### config.mk
export PLATFORM = sky130hd
export DESIGN_NAME = mult_div_unit
export DESIGN_NICKNAME = d
export VERILOG_FILES = /design/src/rtl/mdu_pkg.sv /design/src/rtl/mdu_step.sv /design/src/rtl/mult_div_unit.sv
export SDC_FILE = /design/constraint.sdc
export NUM_CORES = 1
export LEC_CHECK = 0
export CORE_MARGIN = 8
export CORE_UTILIZATION = 45
export DETAILED_ROUTE_END_ITERATION = 8
export PLACE_DENSITY = 0.76
export SYNTH_ARGS = -nofsm -noshare
export SYNTH_HDL_FRONTEND = slang
export SYNTH_SLANG_ARGS = --single-unit
### constraint.sdc
create_clock -name clk -period 3.6 [get_ports clk]
set_input_delay 1.08 -clock clk [delete_from_list [all_inputs] [get_ports clk]]
set_output_delay 1.08 -clock clk [all_outputs]
set_load 0.005 [all_outputs]
### src/rtl/mdu_pkg.sv
// Shared definitions for the HI/LO multiply/divide unit: op encodings, FSM states, step modes.
package mdu_pkg;

  localparam int ITERS = 32;

  localparam logic [1:0] OP_MULT  = 2'b00;
  localparam logic [1:0] OP_MULTU = 2'b01;
  localparam logic [1:0] OP_DIV   = 2'b10;
  localparam logic [1:0] OP_DIVU  = 2'b11;

  typedef enum logic [1:0] {
    IDLE = 2'b00,
    CALC = 2'b01,
    FIX  = 2'b10
  } state_t;

  typedef enum logic {
    MODE_MUL = 1'b0,
    MODE_DIV = 1'b1
  } mode_t;

endpackage

### src/rtl/mdu_step.sv
// One radix-2 iteration: shift-add multiply or restoring shift-subtract divide.
// Combinational, zero latency; no flow control.
module mdu_step
  import mdu_pkg::*;
#(
  parameter int WIDTH = 32
) (
  input  mode_t              mode,
  input  logic [2*WIDTH-1:0] acc,
  input  logic [WIDTH-1:0]   operand,
  output logic [2*WIDTH-1:0] acc_nxt
);

  logic [WIDTH:0] sum;
  logic [WIDTH:0] rem_sh;
  logic [WIDTH:0] diff;

  always_comb begin
    sum     = '0;
    rem_sh  = '0;
    diff    = '0;
    acc_nxt = acc;
    if (mode == MODE_DIV) begin
      // acc = {remainder, dividend bits still to shift in / quotient bits shifted out}
      rem_sh = acc[2*WIDTH-1:WIDTH-1];
      diff   = rem_sh - {1'b0, operand};
      if (diff[WIDTH]) begin
        acc_nxt = {rem_sh[WIDTH-1:0], acc[WIDTH-2:0], 1'b0};
      end else begin
        acc_nxt = {diff[WIDTH-1:0], acc[WIDTH-2:0], 1'b1};
      end
    end else begin
      // acc = {partial product high, multiplier bits not yet consumed}
      sum     = {1'b0, acc[2*WIDTH-1:WIDTH]} + (acc[0] ? {1'b0, operand} : {(WIDTH+1){1'b0}});
      acc_nxt = {sum, acc[WIDTH-1:1]};
    end
  end

endmodule

### src/rtl/mult_div_unit.sv
// Iterative MIPS HI/LO multiply/divide unit; start at edge E0 -> HI/LO valid and done after E33.
// No backpressure: start/mthi/mtlo are ignored while busy, decode stalls on busy.
module mult_div_unit
  import mdu_pkg::state_t, mdu_pkg::IDLE, mdu_pkg::CALC, mdu_pkg::FIX,
         mdu_pkg::mode_t, mdu_pkg::MODE_MUL, mdu_pkg::MODE_DIV,
         mdu_pkg::OP_MULT, mdu_pkg::OP_DIV, mdu_pkg::OP_DIVU;
#(
  parameter int WIDTH = 32,
  parameter int ITERS = mdu_pkg::ITERS
) (
  input  logic             clk,
  input  logic             rst_n,
  input  logic             start,
  input  logic [1:0]       op,
  input  logic [WIDTH-1:0] opa,
  input  logic [WIDTH-1:0] opb,
  input  logic             mthi,
  input  logic             mtlo,
  output logic [WIDTH-1:0] hi_out,
  output logic [WIDTH-1:0] lo_out,
  output logic             busy,
  output logic             done
);

  localparam int CW = $clog2(ITERS);
  localparam logic [CW-1:0] CNT_LAST = CW'(ITERS - 1);

  state_t             state, state_nxt;
  logic [CW-1:0]      cnt;
  logic [2*WIDTH-1:0] acc;
  logic [2*WIDTH-1:0] step_acc;
  logic [WIDTH-1:0]   operand;
  mode_t              mode;
  logic               sign_q;
  logic               sign_r;

  logic               is_signed;
  logic               is_div;
  logic               opb_zero;
  logic [WIDTH-1:0]   abs_a;
  logic [WIDTH-1:0]   abs_b;
  logic [WIDTH-1:0]   quo;
  logic [WIDTH-1:0]   rem;
  logic [2*WIDTH-1:0] prod_neg;

  assign is_signed = (op == OP_MULT) || (op == OP_DIV);
  assign is_div    = (op == OP_DIV)  || (op == OP_DIVU);
  assign opb_zero  = (opb == '0);
  // Negating 0x80000000 wraps to itself, which is the correct unsigned magnitude.
  assign abs_a     = (is_signed && opa[WIDTH-1]) ? -opa : opa;
  assign abs_b     = (is_signed && opb[WIDTH-1]) ? -opb : opb;

  assign quo       = acc[WIDTH-1:0];
  assign rem       = acc[2*WIDTH-1:WIDTH];
  assign prod_neg  = -acc;

  assign busy      = (state != IDLE);

  mdu_step #(
    .WIDTH (WIDTH)
  ) u_step (
    .mode    (mode),
    .acc     (acc),
    .operand (operand),
    .acc_nxt (step_acc)
  );

  always_ff @(posedge clk or negedge rst_n) begin
    if (!rst_n) begin
      state <= IDLE;
    end else begin
      state <= state_nxt;
    end
  end

  always_comb begin
    state_nxt = state;
    case (state)
      IDLE:    if (start) state_nxt = CALC;
      CALC:    if (cnt == CNT_LAST) state_nxt = FIX;
      FIX:     state_nxt = IDLE;
      default: state_nxt = IDLE;
    endcase
  end

  always_ff @(posedge clk or negedge rst_n) begin
    if (!rst_n) begin
      cnt     <= '0;
      acc     <= '0;
      operand <= '0;
      mode    <= MODE_MUL;
      sign_q  <= 1'b0;
      sign_r  <= 1'b0;
      hi_out  <= '0;
      lo_out  <= '0;
      done    <= 1'b0;
    end else begin
      done <= 1'b0;
      case (state)
        IDLE: begin
          if (start) begin
            acc     <= {{WIDTH{1'b0}}, abs_a};
            operand <= abs_b;
            mode    <= is_div ? MODE_DIV : MODE_MUL;
            cnt     <= '0;
            // Divide by zero must leave LO all ones, so the quotient is never negated then.
            sign_q  <= is_signed && (opa[WIDTH-1] ^ opb[WIDTH-1]) && !(is_div && opb_zero);
            sign_r  <= is_signed && opa[WIDTH-1];
          end else begin
            if (mthi) hi_out <= opa;
            if (mtlo) lo_out <= opa;
          end
        end
        CALC: begin
          acc <= step_acc;
          cnt <= cnt + 1'b1;
        end
        FIX: begin
          done <= 1'b1;
          if (mode == MODE_DIV) begin
            lo_out <= sign_q ? -quo : quo;
            hi_out <= sign_r ? -rem : rem;
          end else begin
            {hi_out, lo_out} <= sign_q ? prod_neg : acc;
          end
        end
        default: ;
      endcase
    end
  end

endmodule

* Yosys cells after proc, flatten, opt, wreduce, memory -nomap -nowiden *
Index checks and enable logic that the tools add are counted.

cells by class
  $add $sub $neg = 8
  equal/unequal tests = 10
  multiplexer cells = 25
  bitwise logic cells = 1
  reduce and logical (&&, ||, !) cells = 19

operator list
  kind                                                             count
  32-bit 2-to-1 mux                                                11
  64-bit 2-to-1 mux                                                4
  32-bit negation                                                  4
  32-bit case mux with 2 select lines                              2
  64-bit case mux with 2 select lines                              1
  64-bit negation                                                  1
  32-bit by 33-bit adder with 33-bit output                        1
  33-bit by 32-bit subtractor with 33-bit output                   1
  32-bit zero test                                                 1
  2-bit != test, second input constant                             5
  5-bit case mux with 2 select lines                               1
  2-bit == test, second input constant                             3
  2-bit AND reduction                                              3
  3-bit AND reduction                                              2
  2-bit nonzero test                                               3
  5-bit by 1-bit adder with 5-bit output, second input constant    1
  5-bit == test, second input constant                             1
  1-bit logical AND                                                5
  5-bit 2-to-1 mux                                                 1
  2-bit zero test                                                  2
  2-bit 2-to-1 mux                                                 2
  2-bit case mux with 2 select lines                               1
  2-bit by 1-bit == test with 1-bit output, second input constant  1
  1-bit logical OR                                                 2
  other kinds (3)                                                  4

storage, ports and cells
  register bits = 171
  input port bits = 71
  logic and storage cells = 73

* Depth between registers and ports, before layout *
  depth in word-level cells = 6
  gate-level depth with buffers = 15
  depth with buffers taken out = 13

* Hierarchy *
Synthesis repeated with hierarchy kept, for this count alone.

second synthesis, totals
  cell total of the unflattened synthesis = 1917
  area, all modules = 15210.8 µm²

modules (own cells, without submodules)
  module         instances  cells an instance  area each (µm²)
  mult_div_unit  1          1229               10390.0
  mdu_step       1          688                4820.9

* Worst setup path after synthesis *
No wires, ideal clock.

  path type = in2reg
  start = in opa[3]
  end = reg acc[31]
  arrival time = 3.183 ns
  slack = 0.339 ns
  stages = 9
  path buffers = 2
  path through = clkbuf_1 or4_1 nor4_1 and2_1 and3_1 clkbuf_1 a31oi_1 o311a_1 a21oi_1

on the way
  longest elaborated chain between the ends = 4

ends and longest elaborated chain
  element                              line                  text
  start, declared                      mult_div_unit.sv:15   input logic [WIDTH-1:0] opa,
  32-bit negation                      mult_div_unit.sv:50   assign abs_a = (is_signed && opa[WIDTH-1]) ? -opa : opa;
  32-bit 2-to-1 mux                    mult_div_unit.sv:50
  64-bit 2-to-1 mux                    mult_div_unit.sv:101  if (start) begin
  64-bit case mux with 2 select lines  mult_div_unit.sv:99   case (state)
  end signal, assigned                 mult_div_unit.sv:102  acc <= {{WIDTH{1'b0}}, abs_a};
  end signal, assigned                 mult_div_unit.sv:115  acc <= step_acc;
  end, declared                        mult_div_unit.sv:30   logic [2*WIDTH-1:0] acc;

No other way between the ends. The select of a mux whose other input is x is not followed.
A chain may end at the register's enable or synchronous reset.

* Worst setup path after layout *
  start = reg operand[1]
  end = reg acc[61]

on the way
  longest elaborated chain between the ends = 4
  elaborated cells between the ends (all ways) = 6

ends and longest elaborated chain
  element                                                                                     line                            text
  start, declared                                                                             mult_div_unit.sv:32             logic [WIDTH-1:0] operand;
  start signal, assigned                                                                      mult_div_unit.sv:103            operand <= abs_b;
  32-bit 2-to-1 mux / 33-bit by 32-bit subtractor with 33-bit output (equally long branches)  mdu_step.sv:34, mdu_step.sv:26
  32-bit by 33-bit adder with 33-bit output / 64-bit 2-to-1 mux (equally long branches)       mdu_step.sv:34, mdu_step.sv:27
  64-bit 2-to-1 mux *                                                                         mdu_step.sv:23                  if (mode == MODE_DIV) begin
  64-bit case mux with 2 select lines *                                                       mult_div_unit.sv:99

Every way passes the cells marked *; elsewhere a longest branch is shown, timed or not.

==> flow_summary.yaml <==
place:
  dp_hpwl_mm: 37.5
  dp_slack_ps: -67.5
  portBuffers: 136
  gp_congestion: 0.990
  postPlaceCellArea_um2: 17100
pwr:
  power.leakage_nw: 7.30
  vdd_ir_drop_max_mv: 0.456
  p_per_area_nw_per_um2: 1050
  total_power_mw: 18.7
route:
  dr.pass1.iters: 6
  num_vias: 14700
  ant_nets: 0
  wire_per_inst_um: 20.3
  viasPerCell: 6.12
  drc: 0
  wirelength_mm: 48.8
  drt_iter0_markers: 1510
cts:
  cts_tree: "yes"
  cts-root-buf: "clkbuf_16"
  cts_htree_levels: 4
  clk_path_buf_depth: 2
  cts.clk_slew.worst_paths_ps: 70
  cts_buffers: 17
  clk_latency_ps: 450
  cts_setup_buffers: 0
  clock-sinks: 171
grt:
  track_usage_pct: 25.2
  busiest_layer: "met2"
  grt_pass1_vias: 14400
  grt_max_degree: 64
  overflow: 0
  grt_pass1_wl_mm: 78.4
  grtUsageMet2_pct: 41.0
  grt_util_met3_pct: 4.68
  gr-usage-met1_pct: 33.4
  antenna_found_initial: 0
logic_synthesis:
  ys.flop_type: "dfrtp_1"
  ys_ff_latch: 171
  ys_seq_area_share_pct: 29.7
  synthCells: 1792
  synth_area_leaders: "dfrtp_1 30%, mux2i_1 7.1%, o21ai_0 6.9%"
  synth_edf_count: 0
  syn_nets: 1935
  synth_area_um2: 14400
  yosysWarningCount: 0
  synth-async-reset-ratio_pct: 100
  synth_top_area_share_pct: 29.7
  avgSynthCellArea_um2: 8.03
  yosys.area.top_type: "dfrtp_1"
  netlist-cell-type-count: 76
critical_path:
  critPathLaunchType: "flip-flop"
  arrival_ps: 3800
  required_ps: 3950
  crit_type: "reg2reg"
  end_kind: "flip-flop"
  cp_max_fo: 3
timing:
  fmax_ghz: 0.290
  setup_slack_ps: 155
  tightest_slew_ps: 898
  setup_viol: 0
  drv_slew: 0
  finalCritPeriodShare_pct: 95.7
  relSlewSlack_pct: 39.9
  setup-tns-final_ps: 0
  fin_crit_ps: 3450
  clock_skew_ps: 12.5
  finalHoldViolCount: 0
cells_and_area:
  finalNetCount: 2138
  final_area_um2: 17700
  drive_gt1_share_pct: 11.0
  syn_to_final_growth_pct: 23.3
  diodes: 0
  final_core_util_pct: 56.2
floorplanning:
  die_area_um2: 38000
  ios: 137
  die_x_um: 195
  core_um2: 31600
  start_util_pct: 45.6
  fp.dieH_um: 195
  num_rows: 65
hold_path:
  min_path_type: "reg2reg"
status:
  status: "finished clean"
flow_run:
  timing.max_cap.violations: 0
per-stage QoR:
step / std cells / hold WS [ps]
2_1_floorplan: 1792 / 450
3_3_place_gp: 2378 / 462
3_5_place_dp: 2378 / 471
4_1_cts: 2410 / 487
5_1_grt: 2410 / 504
6_report: 2410 / 485
cell type report:
class                   instances  area [um2]
flip-flops and latches        171        4280
repair buffers                286        2580
fillers                      2912       13800
inverters                      63         238
clock buffers                  18         439
multi-input cells            1456        9550
clock inverters                14         159
well taps                     402         503
synthesized netlist by cell type (5+ instances only):
cell and instances:
nor4_1 19, o21ai_1 12, and3_1 9, a311oi_1 5
clkbuf_1 85, o41ai_1 9, a221oi_1 6, xor2_1 54
mux2i_1 102, o21a_1 14, nor2b_1 21, o31ai_1 18
o211ai_1 26, o21ai_0 199, nor2_1 118, o22ai_1 7
a211oi_1 30, a21oi_1 133, a31oi_1 19, buf_1 15
nand3_1 32, or3_1 23, nor3_1 39, nand4_1 10
xnor2_1 109, a21o_1 33, and2_1 12, or4_1 15
ha_1 70, dfrtp_1 171, a22oi_1 18, nand2b_1 19
inv_1 61, nand2_1 204
repair_timing:
action	in CTS	in global routing
endpoints found under the setup margin	0	10
hold buffers	0	0
resized for setup	0	14
sequential cells by signal, indices dropped and copies added, names as in the netlist:
| name | cells |
|---|---|
| acc | 64 |
| hi_out | 32 |
| lo_out | 32 |
| operand | 32 |
| cnt | 5 |
| state | 2 |
| done | 1 |
| mode | 1 |
| sign_q | 1 |
| sign_r | 1 |
path summary, 6_finish.rpt:
path | cells after the start | start | endpoint | slack (ps)
max in group asynchronous | 2 | rst_n | sign_q | 2250
min reg2reg | 2 | operand[15] | operand[15] | 480
min in group asynchronous | 1 | rst_n | lo_out[7] | 600
max reg2reg | 12 | operand[1] | acc[61] | 150
min | 2 | operand[15] | operand[15] | 480
max | 12 | operand[1] | acc[61] | 150
report_power, final:
group,internal (mW),switching [mW]
clock,1.06,0.876
combinational,5.69,7.08
sequential,2.90,1.06
total,9.65,9.01
critical path, cell delays in order, from the launching register on:
cell and delay (ps):
dfrtp_1 420, buf_4 180, inv_1 50, ha_1 250, nor2b_1 180, o2111a_1 250
o2111ai_1 140, nand3_1 230, a211oi_1 140, or4b_2 680, a32oi_1 450, o32ai_1 180
nor3b_1 190
metal layers:
layer	part of all wire (%)	up-vias	routed length (um)
met3	7.6	133	3700
met4	3.3	0	1620
met2	46	687	22500
met1	43	7003	21000
li1	-	6917	-
met5	0	-	0
layout by cell type (no fill, tap or decap), drive strengths merged, types with 6 or more instances in the layout:
cell type / Yosys / final
o211ai: 26 / 26
nand3: 32 / 32
clkbuf: 85 / 18
and2: 12 / 12
or3: 25 / 25
o21ai: 212 / 212
ha: 70 / 70
nor2: 118 / 118
clkdlybuf4s50: 0 / 135
a211oi: 30 / 30
o31ai: 21 / 21
a31oi: 19 / 19
buf: 17 / 151
nand4: 10 / 10
o22ai: 7 / 7
nor3: 39 / 39
a221oi: 6 / 6
a22oi: 18 / 18
a21o: 33 / 33
o21a: 14 / 14
nor4: 19 / 19
nor2b: 21 / 21
nand2b: 19 / 19
o41ai: 11 / 11
dfrtp: 171 / 171
nand2: 204 / 204
mux2i: 102 / 102
xnor2: 109 / 109
inv: 61 / 67
a21oi: 133 / 133
and3: 9 / 9
xor2: 54 / 54
or4: 17 / 17
cell families (layout without fill, tap and decap cells):
logic type	Yosys count	after routing	synth area share, %
xor+xnor	163	163	9.92
compound gates	582	582	25.0
flops	171	171	29.7
fa+ha+maj	72	72	6.36
buf+inv	165	381	4.32
mux	102	102	7.09
simple gates	537	537	17.5
Note: power is estimated with default switching activity, not from simulation.
